`src/rtl/vga_pkg.sv`:
```
// Shared definitions for the VGA test-pattern generator: pattern encodings,
// default 640x480@60 timing and a counter-width helper.
package vga_pkg;

    typedef enum logic [1:0] {
        MODE_SOLID = 2'd0,
        MODE_BARS  = 2'd1,
        MODE_CHECK = 2'd2,
        MODE_BAR   = 2'd3
    } vga_mode_e;

    localparam int DEF_H_ACTIVE = 640;
    localparam int DEF_H_FP     = 16;
    localparam int DEF_H_SYNC   = 96;
    localparam int DEF_H_BP     = 48;
    localparam int DEF_V_ACTIVE = 480;
    localparam int DEF_V_FP     = 10;
    localparam int DEF_V_SYNC   = 2;
    localparam int DEF_V_BP     = 33;

    localparam int BAR_WIDTH = 16;

    function automatic int cnt_width(input int n);
        return (n <= 2) ? 1 : $clog2(n);
    endfunction

endpackage

```
`src/rtl/vga_timing.sv`:
```
// Pixel-enable divider plus horizontal/vertical raster counters and the raw
// (polarity-free) sync and active-video decodes derived from them.
module vga_timing
    import vga_pkg::*;
#(
    parameter int H_ACTIVE = DEF_H_ACTIVE,
    parameter int H_FP     = DEF_H_FP,
    parameter int H_SYNC   = DEF_H_SYNC,
    parameter int H_BP     = DEF_H_BP,
    parameter int V_ACTIVE = DEF_V_ACTIVE,
    parameter int V_FP     = DEF_V_FP,
    parameter int V_SYNC   = DEF_V_SYNC,
    parameter int V_BP     = DEF_V_BP,
    parameter int CLK_DIV  = 2,
    localparam int H_TOTAL = H_ACTIVE + H_FP + H_SYNC + H_BP,
    localparam int V_TOTAL = V_ACTIVE + V_FP + V_SYNC + V_BP,
    localparam int HW      = cnt_width(H_TOTAL),
    localparam int VW      = cnt_width(V_TOTAL)
) (
    input  logic          clk,
    input  logic          reset,
    output logic          pix_en,
    output logic [HW-1:0] h_cnt,
    output logic [VW-1:0] v_cnt,
    output logic          active,
    output logic          hsync_act,
    output logic          vsync_act,
    output logic          at_origin,
    output logic          frame_wrap
);

    generate
        if (CLK_DIV == 1) begin : g_nodiv
            assign pix_en = 1'b1;
        end else begin : g_div
            localparam int DW = cnt_width(CLK_DIV);
            logic [DW-1:0] div_cnt;

            always_ff @(posedge clk) begin
                if (reset)
                    div_cnt <= '0;
                else if (div_cnt == DW'(CLK_DIV - 1))
                    div_cnt <= '0;
                else
                    div_cnt <= div_cnt + 1'b1;
            end

            assign pix_en = (div_cnt == DW'(CLK_DIV - 1));
        end
    endgenerate

    logic h_last;
    logic v_last;

    assign h_last = (h_cnt == HW'(H_TOTAL - 1));
    assign v_last = (v_cnt == VW'(V_TOTAL - 1));

    always_ff @(posedge clk) begin
        if (reset) begin
            h_cnt <= '0;
            v_cnt <= '0;
        end else if (pix_en) begin
            if (h_last) begin
                h_cnt <= '0;
                v_cnt <= v_last ? '0 : v_cnt + 1'b1;
            end else begin
                h_cnt <= h_cnt + 1'b1;
            end
        end
    end

    assign active     = (h_cnt < HW'(H_ACTIVE)) && (v_cnt < VW'(V_ACTIVE));
    assign hsync_act  = (h_cnt >= HW'(H_ACTIVE + H_FP)) &&
                        (h_cnt <  HW'(H_ACTIVE + H_FP + H_SYNC));
    assign vsync_act  = (v_cnt >= VW'(V_ACTIVE + V_FP)) &&
                        (v_cnt <  VW'(V_ACTIVE + V_FP + V_SYNC));
    assign at_origin  = (h_cnt == '0) && (v_cnt == '0);
    assign frame_wrap = pix_en && h_last && v_last;

endmodule

```
`src/rtl/vga_pattern_gen.sv`:
```
// VGA test-pattern generator: selects one of four patterns per frame and
// registers colour, sync, data-enable and frame_start on each pixel enable.
module vga_pattern_gen
    import vga_pkg::*;
#(
    parameter int H_ACTIVE   = DEF_H_ACTIVE,
    parameter int H_FP       = DEF_H_FP,
    parameter int H_SYNC     = DEF_H_SYNC,
    parameter int H_BP       = DEF_H_BP,
    parameter int V_ACTIVE   = DEF_V_ACTIVE,
    parameter int V_FP       = DEF_V_FP,
    parameter int V_SYNC     = DEF_V_SYNC,
    parameter int V_BP       = DEF_V_BP,
    parameter int COLOR_BITS = 1,
    parameter int CLK_DIV    = 2,
    parameter bit SYNC_POL   = 1'b0,
    localparam int HW        = cnt_width(H_ACTIVE + H_FP + H_SYNC + H_BP),
    localparam int VW        = cnt_width(V_ACTIVE + V_FP + V_SYNC + V_BP)
) (
    input  logic                  clk,
    input  logic                  reset,
    input  logic [1:0]            mode,
    output logic                  vga_hsync,
    output logic                  vga_vsync,
    output logic [COLOR_BITS-1:0] vga_r,
    output logic [COLOR_BITS-1:0] vga_g,
    output logic [COLOR_BITS-1:0] vga_b,
    output logic                  vga_de,
    output logic                  frame_start
);

    localparam int BAR_SEG = H_ACTIVE / 8;

    logic          pix_en;
    logic [HW-1:0] h_cnt;
    logic [VW-1:0] v_cnt;
    logic          active;
    logic          hsync_act;
    logic          vsync_act;
    logic          at_origin;
    logic          frame_wrap;

    vga_timing #(
        .H_ACTIVE (H_ACTIVE),
        .H_FP     (H_FP),
        .H_SYNC   (H_SYNC),
        .H_BP     (H_BP),
        .V_ACTIVE (V_ACTIVE),
        .V_FP     (V_FP),
        .V_SYNC   (V_SYNC),
        .V_BP     (V_BP),
        .CLK_DIV  (CLK_DIV)
    ) u_timing (
        .clk        (clk),
        .reset      (reset),
        .pix_en     (pix_en),
        .h_cnt      (h_cnt),
        .v_cnt      (v_cnt),
        .active     (active),
        .hsync_act  (hsync_act),
        .vsync_act  (vsync_act),
        .at_origin  (at_origin),
        .frame_wrap (frame_wrap)
    );

    vga_mode_e   mode_q;
    vga_mode_e   mode_sel;
    logic [15:0] bar_pos;
    logic [15:0] x_ext;
    logic [15:0] y_ext;
    logic [15:0] bar_idx;
    logic [2:0]  rgb;

    // Pixel (0,0) already uses the live mode input so that the frame after
    // a reset picks up the current selection, not the reset value.
    assign mode_sel = at_origin ? vga_mode_e'(mode) : mode_q;
    assign x_ext    = 16'(h_cnt);
    assign y_ext    = 16'(v_cnt);
    assign bar_idx  = x_ext / 16'(BAR_SEG);

    always_comb begin
        rgb = 3'b000;
        unique case (mode_sel)
            MODE_SOLID: rgb = 3'b111;
            MODE_BARS:  begin
                if (bar_idx > 16'd7)
                    rgb = 3'b000;
                else
                    rgb = {~bar_idx[1], ~bar_idx[2], ~bar_idx[0]};
            end
            MODE_CHECK: rgb = {3{x_ext[5] ^ y_ext[5]}};
            MODE_BAR:   rgb = {3{(x_ext >= bar_pos) &&
                                 (x_ext < bar_pos + 16'(BAR_WIDTH))}};
        endcase
        if (!active)
            rgb = 3'b000;
    end

    always_ff @(posedge clk) begin
        if (reset) begin
            mode_q      <= MODE_SOLID;
            bar_pos     <= '0;
            vga_hsync   <= ~SYNC_POL;
            vga_vsync   <= ~SYNC_POL;
            vga_de      <= 1'b0;
            vga_r       <= '0;
            vga_g       <= '0;
            vga_b       <= '0;
            frame_start <= 1'b0;
        end else begin
            frame_start <= pix_en && at_origin;
            if (pix_en) begin
                if (at_origin)
                    mode_q <= mode_sel;
                if (frame_wrap)
                    bar_pos <= (bar_pos >= 16'(H_ACTIVE - BAR_WIDTH)) ? '0
                                                                      : bar_pos + 16'd1;
                vga_hsync <= hsync_act ? SYNC_POL : ~SYNC_POL;
                vga_vsync <= vsync_act ? SYNC_POL : ~SYNC_POL;
                vga_de    <= active;
                vga_r     <= {COLOR_BITS{rgb[2]}};
                vga_g     <= {COLOR_BITS{rgb[1]}};
                vga_b     <= {COLOR_BITS{rgb[0]}};
            end
        end
    end

endmodule
```
`config.mk`:
```
export PLATFORM = sky130hd
export DESIGN_NAME = vga_pattern_gen
export DESIGN_NICKNAME = d
export VERILOG_FILES = /design/src/rtl/vga_pkg.sv /design/src/rtl/vga_timing.sv /design/src/rtl/vga_pattern_gen.sv
export SDC_FILE = /design/constraint.sdc
export NUM_CORES = 1
export LEC_CHECK = 0
export BUFFER_PORTS_ARGS = -buffer_cell sky130_fd_sc_hd__clkbuf_2
export CORE_ASPECT_RATIO = 0.8
export CORE_MARGIN = 2
export CORE_UTILIZATION = 40
export DETAILED_ROUTE_END_ITERATION = 12
export GPL_TIMING_DRIVEN = 0
export PLACE_DENSITY = 0.67
export SYNTH_ARGS = -nofsm -noshare
export SYNTH_HDL_FRONTEND = slang
export SYNTH_HIERARCHICAL = 1
export SYNTH_SLANG_ARGS = --single-unit
```
`constraint.sdc`:
```
create_clock -name clk -period 3.38 [get_ports clk]
set_input_delay 0.676 -clock clk [delete_from_list [all_inputs] [get_ports clk]]
set_output_delay 0.676 -clock clk [all_outputs]
set_load 0.02 [all_outputs]
```
==> run summary, run 1 <==
Reg clk slew, reported paths -> 0.10 ns
Crit path buffers/inverters -> 1
initial core utilization -> 41.1%
share of post-route cells with drive strength above 1 -> 10.6%
leak pwr -> 0.00122 µW
largest family of logic cells by synthesized area -> simple AND/OR/NAND/NOR gates
Residual DRC -> 0
Post-synth ARST share -> 0%
crit path kind -> register to register
std cell rows -> 28
CTS tree -> yes
total number of vias -> 2724
Seq/Total Area, Yosys -> 30.4%
CP max-delay cell -> nor4_2
Crit. End Element -> register
CP peak stage delay -> 0.59 ns
crit start category -> register
number of flops mapped to enable cells by yosys -> 0
clk root buf -> clkbuf_8
boundary pin count -> 11
antenna violations before repair -> 0
Post-Synthesis Cells -> 378
top cells by count, synth -> dfxtp_1, nor2_1, a21oi_1
First-pass DRT Iterations -> 4
Crit Reg-Reg Startpoint -> u_timing/v_cnt[4]
Final Power -> 993 µW
P per Cell Area -> 303 nW/µm²
simple-gate share of the synthesized area -> 29.7%
Synth Net Count -> 405
Top Family by Delay on Critical Path -> simple AND/OR/NAND/NOR gates
Tcrit/Tclk final -> 89.3%
Routed Antenna Nets -> 0
XOR/XNOR Fraction of Synth Area -> 7.81%
Max Root-Sink Buffers -> 2
PortBufs -> 10
# Post-CTS Setup Buffers -> 0
Final Wtd Congestion -> 0.816
CP endpoint -> vga_b
Worst R2R Setup Slack -> 0.36 ns
mux cell area share after synthesis -> 1.36%
Synth warnings -> 6
Yosys top cell area share -> 30.4%
Worst Skew -> 0.0173 ns
top_reg_cell synth -> dfxtp_1
Avg Cell Area, Syn -> 8.01 µm²
Synth Area in Compound Gates -> 15.0%
Routed WL -> 6870 µm
Total Nets Final -> 422
final hold vios -> 0
vias in the first global route -> 2458
Die Height -> 81.8 µm
critical path launch point -> u_timing/v_cnt[4]
clock latency on the worst-skew pair -> 0.30 ns
die area -> 8280 µm²
die width -> 101 µm
critical path arrival -> 3.26 ns
most common cell in the netlist -> dfxtp_1
routed len/inst -> 14.1 µm
Hold/Removal Path Class -> register to register
register bit total from synthesis -> 46
post-cts sizing count -> 0
# setup viols final -> 0
leading area contributor after synthesis -> dfxtp_1
global route overflow -> 0
TritonCTS Buffers -> 5
RSZ-0062 raised after global routing -> false
Max transition margin -> 56.3%
fin crit period -> 3.02 ns
setup TNS -> 0 ns
Synth Area in Adders -> 9.51%
CTS Hold Buffers Added -> 0
Sink Count -> 46
DP HPWL -> 5120 µm
drt initial violations -> 119
antenna diode count -> 0
worst-path cell chain -> clkbuf_1 -> nor4_1 -> nand4_1 -> nor4_2 -> mux2i_1 -> nor3b_1 -> nand3b_1 -> nor2_1 -> a32oi_1 -> o21ai_1
synthesis-to-layout area growth -> 8.47%
routed vias/inst -> 5.60
r2r endpoint -> vga_b
Worst Max-Slew Pin Slew -> 0.650 ns
MaxCap Viol Count -> 0
first-pass GRT wire length -> 11600 µm
Max Transition Viols Final -> 0
core area -> 7360 µm²
VDD IR max -> 0.000159 V
largest net degree at the start of global routing -> 16
gr usage total -> 17.5%
outcome -> complete, no violations
top cells by area, synth -> dfxtp_1, ha_1, xnor2_1
CP max FO -> 9
Worst EP required -> 3.62 ns
worst reg-to-reg path cell count -> 10
H-Tree Depth -> 2
critical path depth -> 10
Synth cell types -> 55
fmax -> 331 MHz
Mapped Area -> 3030 µm²
## worst reg2reg max path: cells and delay by family, from the launching register on
| family | cells | cell delay (ns) |
|---|---|---|
| flops | 1 | 0.31 |
| simple gates | 6 | 1.94 |
| mux | 1 | 0.36 |
| buf+inv | 1 | 0.19 |
| compound gates | 2 | 0.18 |
## final cells by class
cell class                 count  area (µm²)
fill                         745        4070
clock inverter                 3        18.8
multi-input combinational    292        1930
timing repair buffer          10        50.0
inverter                      21        78.8
sequential                    46         921
clock buffer                   5        68.8
buffer                        19         108
tap                           90         113
## worst min-delay path by stage
| stage | startpoint | endpoint | slack, ns | cells after the start |
|---|---|---|---|---|
| global placement | mode_q[1] | mode_q[1] | 0.44 | 2 |
| finish | mode_q[1] | mode_q[1] | 0.46 | 2 |
| detailed placement | mode_q[1] | mode_q[1] | 0.45 | 2 |
| global route | mode_q[1] | mode_q[1] | 0.51 | 2 |
| floorplan | mode_q[0] | mode_q[0] | 0.44 | 2 |
| CTS | mode_q[1] | mode_q[1] | 0.47 | 2 |
## stage by stage
step	std cells	cell area (µm²)	utilization, %	setup slack, ns	hold slack, ns
after floorplan	378	3030	-	0.881	0.436
after CTS	486	3280	44.5	0.163	0.467
after global routing	486	3280	44.6	0.154	0.508
final	486	3280	44.6	0.361	0.463
after global placement	478	3190	43.4	0.260	0.443
after detailed placement	478	3190	43.4	0.211	0.454
## sequential cells by signal (all words and copies together) (netlist names)
register / flops
vga_b: 1
u_timing/pix_en: 1
u_timing/v_cnt: 10
vga_hsync: 1
vga_de: 1
frame_start: 1
bar_pos: 16
vga_r: 1
vga_vsync: 1
vga_g: 1
mode_q: 2
u_timing/h_cnt: 10
## layout by cell type (no fill, tap or decap), drive strengths merged, types with 2 or more instances in the layout
cell,n
dfxtp,46
nor2,36
a21oi,29
nand2,27
clkbuf,24
ha,23
inv,22
o21ai,21
xnor2,20
nand3,19
nor3,16
nand4,10
buf,10
or3,8
nand2b,7
xor2,7
nor4,7
nor3b,7
and3,6
o31ai,4
and4,4
and2,3
mux2i,3
a31oi,3
a41oi,3
o211ai,2
o311ai,2
a2bb2oi,2
nand3b,2
nor4b,2
o21a,2
a32oi,2
or4,2
clkinv,2
o21bai,2
and3b,2
## kinds of logic after synthesis
family / Yosys count
multiplexers: 4
buffers and inverters: 40
adder cells (fa/ha/maj): 23
flip-flops: 46
AND/OR/NAND/NOR: 163
XOR/XNOR: 27
AO/OA/AOI/OAI: 75
## layer usage
layer,part of all wire [%],GRT usage (%),vias up
li1,-,-,1386
met1,51,24.6,1282
met2,44,28.0,52
met3,4.5,3.49,4
met4,0.55,3.11,0
met5,0,0,-
## power breakdown
group | total [µW] | internal (µW) | switching (µW)
clock network | 348 | 146 | 202
logic | 81.7 | 29.8 | 52.0
registers | 563 | 553 | 9.97
(Power assumes the default switching activity.)
==> run 2, diff against run 1 <==
Clock period 3.38 ns to 2.8 ns, I/O delays scaled along.
==> run summary, run 2 (synthesis results as in run 1) <==
outcome -> complete, no violations
Largest register FFs -> 16 (unchanged)
critical path arrival -> 2.80 ns (-0.46 ns)
Reg clk slew, reported paths -> 0.10 ns (about the same)
Sw Share -> 26.2% (-0.38 points)
Crit Reg-Reg Startpoint -> u_timing/h_cnt[0]
Crit. End Element -> register
share of post-route cells with drive strength above 1 -> 13.4% (+2.7 points)
HP Start -> mode_q[0]
most flop-heavy register -> bar_pos
commonest non-fill, non-tap cell in the layout -> dfxtp_1
worst hold stages -> 2 (unchanged)
Largest regs -> bar_pos x16, u_timing/h_cnt x10, u_timing/v_cnt x10
final hold vios -> 0 (unchanged)
commonest non-fill, non-tap cells in the layout -> dfxtp_1, nor2_1, a21oi_1, nand2_1, ha_1
CP peak stage delay -> 0.39 ns (-0.20 ns)
drt initial violations -> 78 (-34%)
clk root buf -> clkbuf_8
Clk pwr share -> 34.4% (-0.6 points)
RSZ-0062 raised after global routing -> false
Routed Antenna Nets -> 0 (unchanged)
std cell rows -> 28 (unchanged)
Total Nets Final -> 423 (+0.24%)
P per Cell Area -> 359 nW/µm² (+19%)
Final WS setup -> 0.199 ns (-0.162 ns)
die area -> 8280 µm² (unchanged)
fin crit period -> 2.60 ns (-0.418 ns)
gr usage total -> 17.5% (unchanged)
Combinational Power Share -> 9.0% (+0.8 points)
Residual DRC -> 0 (unchanged)
antenna violations before repair -> 0 (unchanged)
vias in the first global route -> 2456 (-0.081%)
total number of vias -> 2702 (-0.81%)
Top Family by Delay on Critical Path -> simple AND/OR/NAND/NOR gates
Routed WL -> 6930 µm (+0.84%)
Max transition margin -> 62.1% (+5.8 points)
boundary pin count -> 11 (unchanged)
first-pass GRT wire length -> 11600 µm (-0.11%)
VDD IR max -> 0.000192 V (+21%)
routed len/inst -> 14.2 µm (+0.64%)
Max Root-Sink Buffers -> 2 (unchanged)
die width -> 101 µm (unchanged)
Flop pwr share -> 56.6% (about the same)
Max Transition Viols Final -> 0 (unchanged)
switching power -> 315 µW (+19%)
DP HPWL -> 5120 µm (unchanged)
Final Wtd Congestion -> 0.816 (unchanged)
Sink Count -> 46 (unchanged)
r2r endpoint -> bar_pos[12]
core area -> 7360 µm² (unchanged)
Worst R2R Setup Slack -> 0.20 ns (-0.16 ns)
crit start category -> register
crit path kind -> register to register
Die Height -> 81.8 µm (unchanged)
routed vias/inst -> 5.55 (-1.0%)
fillers -> 745 (unchanged)
worst-path cell chain -> ha_1 -> nor3b_4 -> nand4_4 -> buf_4 -> nor2_2 -> nand3_1 -> or2_2 -> nor2_2 -> nand3_1 -> xor2_1 -> nor2_1
Worst Max-Slew Pin Slew -> 0.567 ns (-0.0830 ns)
# setup viols final -> 0 (unchanged)
leak pwr -> 0.00125 µW (+2.8%)
initial core utilization -> 41.1% (unchanged)
Crit path buffers/inverters -> 1 (unchanged)
largest net degree at the start of global routing -> 16 (unchanged)
CTS tree -> yes
CP max FO -> 10 (+1)
Hold/Removal Path Class -> register to register
Tcrit/Tclk final -> 92.9% (+3.6 points)
Cell Int Power -> 887 µW (+22%)
PortBufs -> 10 (unchanged)
non-filler cells, final -> 487 (+0.21%)
global route overflow -> 0 (unchanged)
clock latency on the worst-skew pair -> 0.30 ns (about the same)
Worst EP required -> 3.00 ns (-0.62 ns)
fmax -> 385 MHz (+16%)
Hold Path End -> mode_q[0]
synthesis-to-layout area growth -> 10.6%
H-Tree Depth -> 2 (unchanged)
MaxCap Viol Count -> 0 (unchanged)
pre-CTS setup slack -> -0.369 ns (-0.580 ns)
Final Power -> 1200 µW (+21%)
Worst Skew -> 0.0166 ns (-0.000702 ns)
placed cells -> 478 (unchanged)
worst reg-to-reg path cell count -> 11 (+1)
First-pass DRT Iterations -> 4 (unchanged)
TritonCTS Buffers -> 5 (unchanged)
antenna diode count -> 0 (unchanged)
Layout Utilization -> 45.5% (+0.87 points)
CP max-delay cell -> dfxtp_2
run 2: cell types whose count changed in the layout (fill, tap and decap cells not counted), sizes merged:
| cell | previous run | this run |
|---|---|---|
| buf | 10 | 11 |
run 2: routing by layer:
| metal | GRT usage, % | wire (µm) | vias up |
|---|---|---|---|
| met3 | 3.49 | 154 | 4 |
| met4 | 3.11 | 31 | 0 |
| met5 | 0 | 0 | - |
| li1 | - | - | 1386 |
| met2 | 28.3 | 3140 | 29 |
| met1 | 24.4 | 3600 | 1283 |
run 2: how the worst max path moves through the flow:
| stage | from | endpoint | slack (ns) | cells past startpoint |
|---|---|---|---|---|
| floorplan | u_timing/v_cnt[4] | vga_b | 0.30 | 10 |
| global placement | u_timing/v_cnt[4] | vga_b | -0.32 | 10 |
| detailed placement | u_timing/v_cnt[4] | vga_b | -0.37 | 10 |
| CTS | u_timing/h_cnt[0] | bar_pos[12] | 0.002 | 11 |
| global route | u_timing/h_cnt[0] | bar_pos[12] | 0.002 | 11 |
| finish | u_timing/h_cnt[0] | bar_pos[12] | 0.20 | 11 |
run 2: repair_timing:
| action | 4_1_cts | 5_1_grt |
|---|---|---|
| setup endpoints to repair | 14 | 17 |
| buffers inserted | 0 | 1 |
| resized for setup | 5 | 11 |
| hold endpoints to repair | 0 | 0 |
| pin swaps | 0 | 1 |
| hold buffers | 0 | 0 |
run 2: per-stage QoR:
step	TNS, ns	hold WS (ns)	instance area (µm²)
3_5_place_dp	-1.79	0.454	3190
6_report	0	0.472	3350
3_3_place_gp	-1.47	0.443	3190
2_1_floorplan	0	0.436	3030
5_1_grt	0	0.515	3350
4_1_cts	0	0.467	3310
run 2: power by group through the flow:
stage	clock network [µW]	logic, µW	registers (µW)
floorplan	0	56.4	704
global placement	0	94.8	695
detailed placement	0	96.6	695
CTS	436	102	680
global route	455	119	684
finish	413	108	681
run 2: layout make-up:
class / instances / area [µm²] / share of cell area [%]
multi-input cells: 292 / 1980 / 59.0
flip-flops and latches: 46 / 925 / 27.6
well taps: 90 / 113 / 3.36
plain buffers: 19 / 110 / 3.29
inverters: 21 / 78.8 / 2.36
clock buffers: 5 / 68.8 / 2.06
repair buffers: 11 / 57.6 / 1.72
clock inverters: 3 / 18.8 / 0.561
run 2: worst register-to-register path: stages (launching register included):
cell	delay, ns
dfxtp_2	0.39
ha_1	0.24
nor3b_4	0.28
nand4_4	0.21
buf_4	0.24
nor2_2	0.16
nand3_1	0.16
or2_2	0.36
nor2_2	0.17
nand3_1	0.11
xor2_1	0.14
nor2_1	0.05
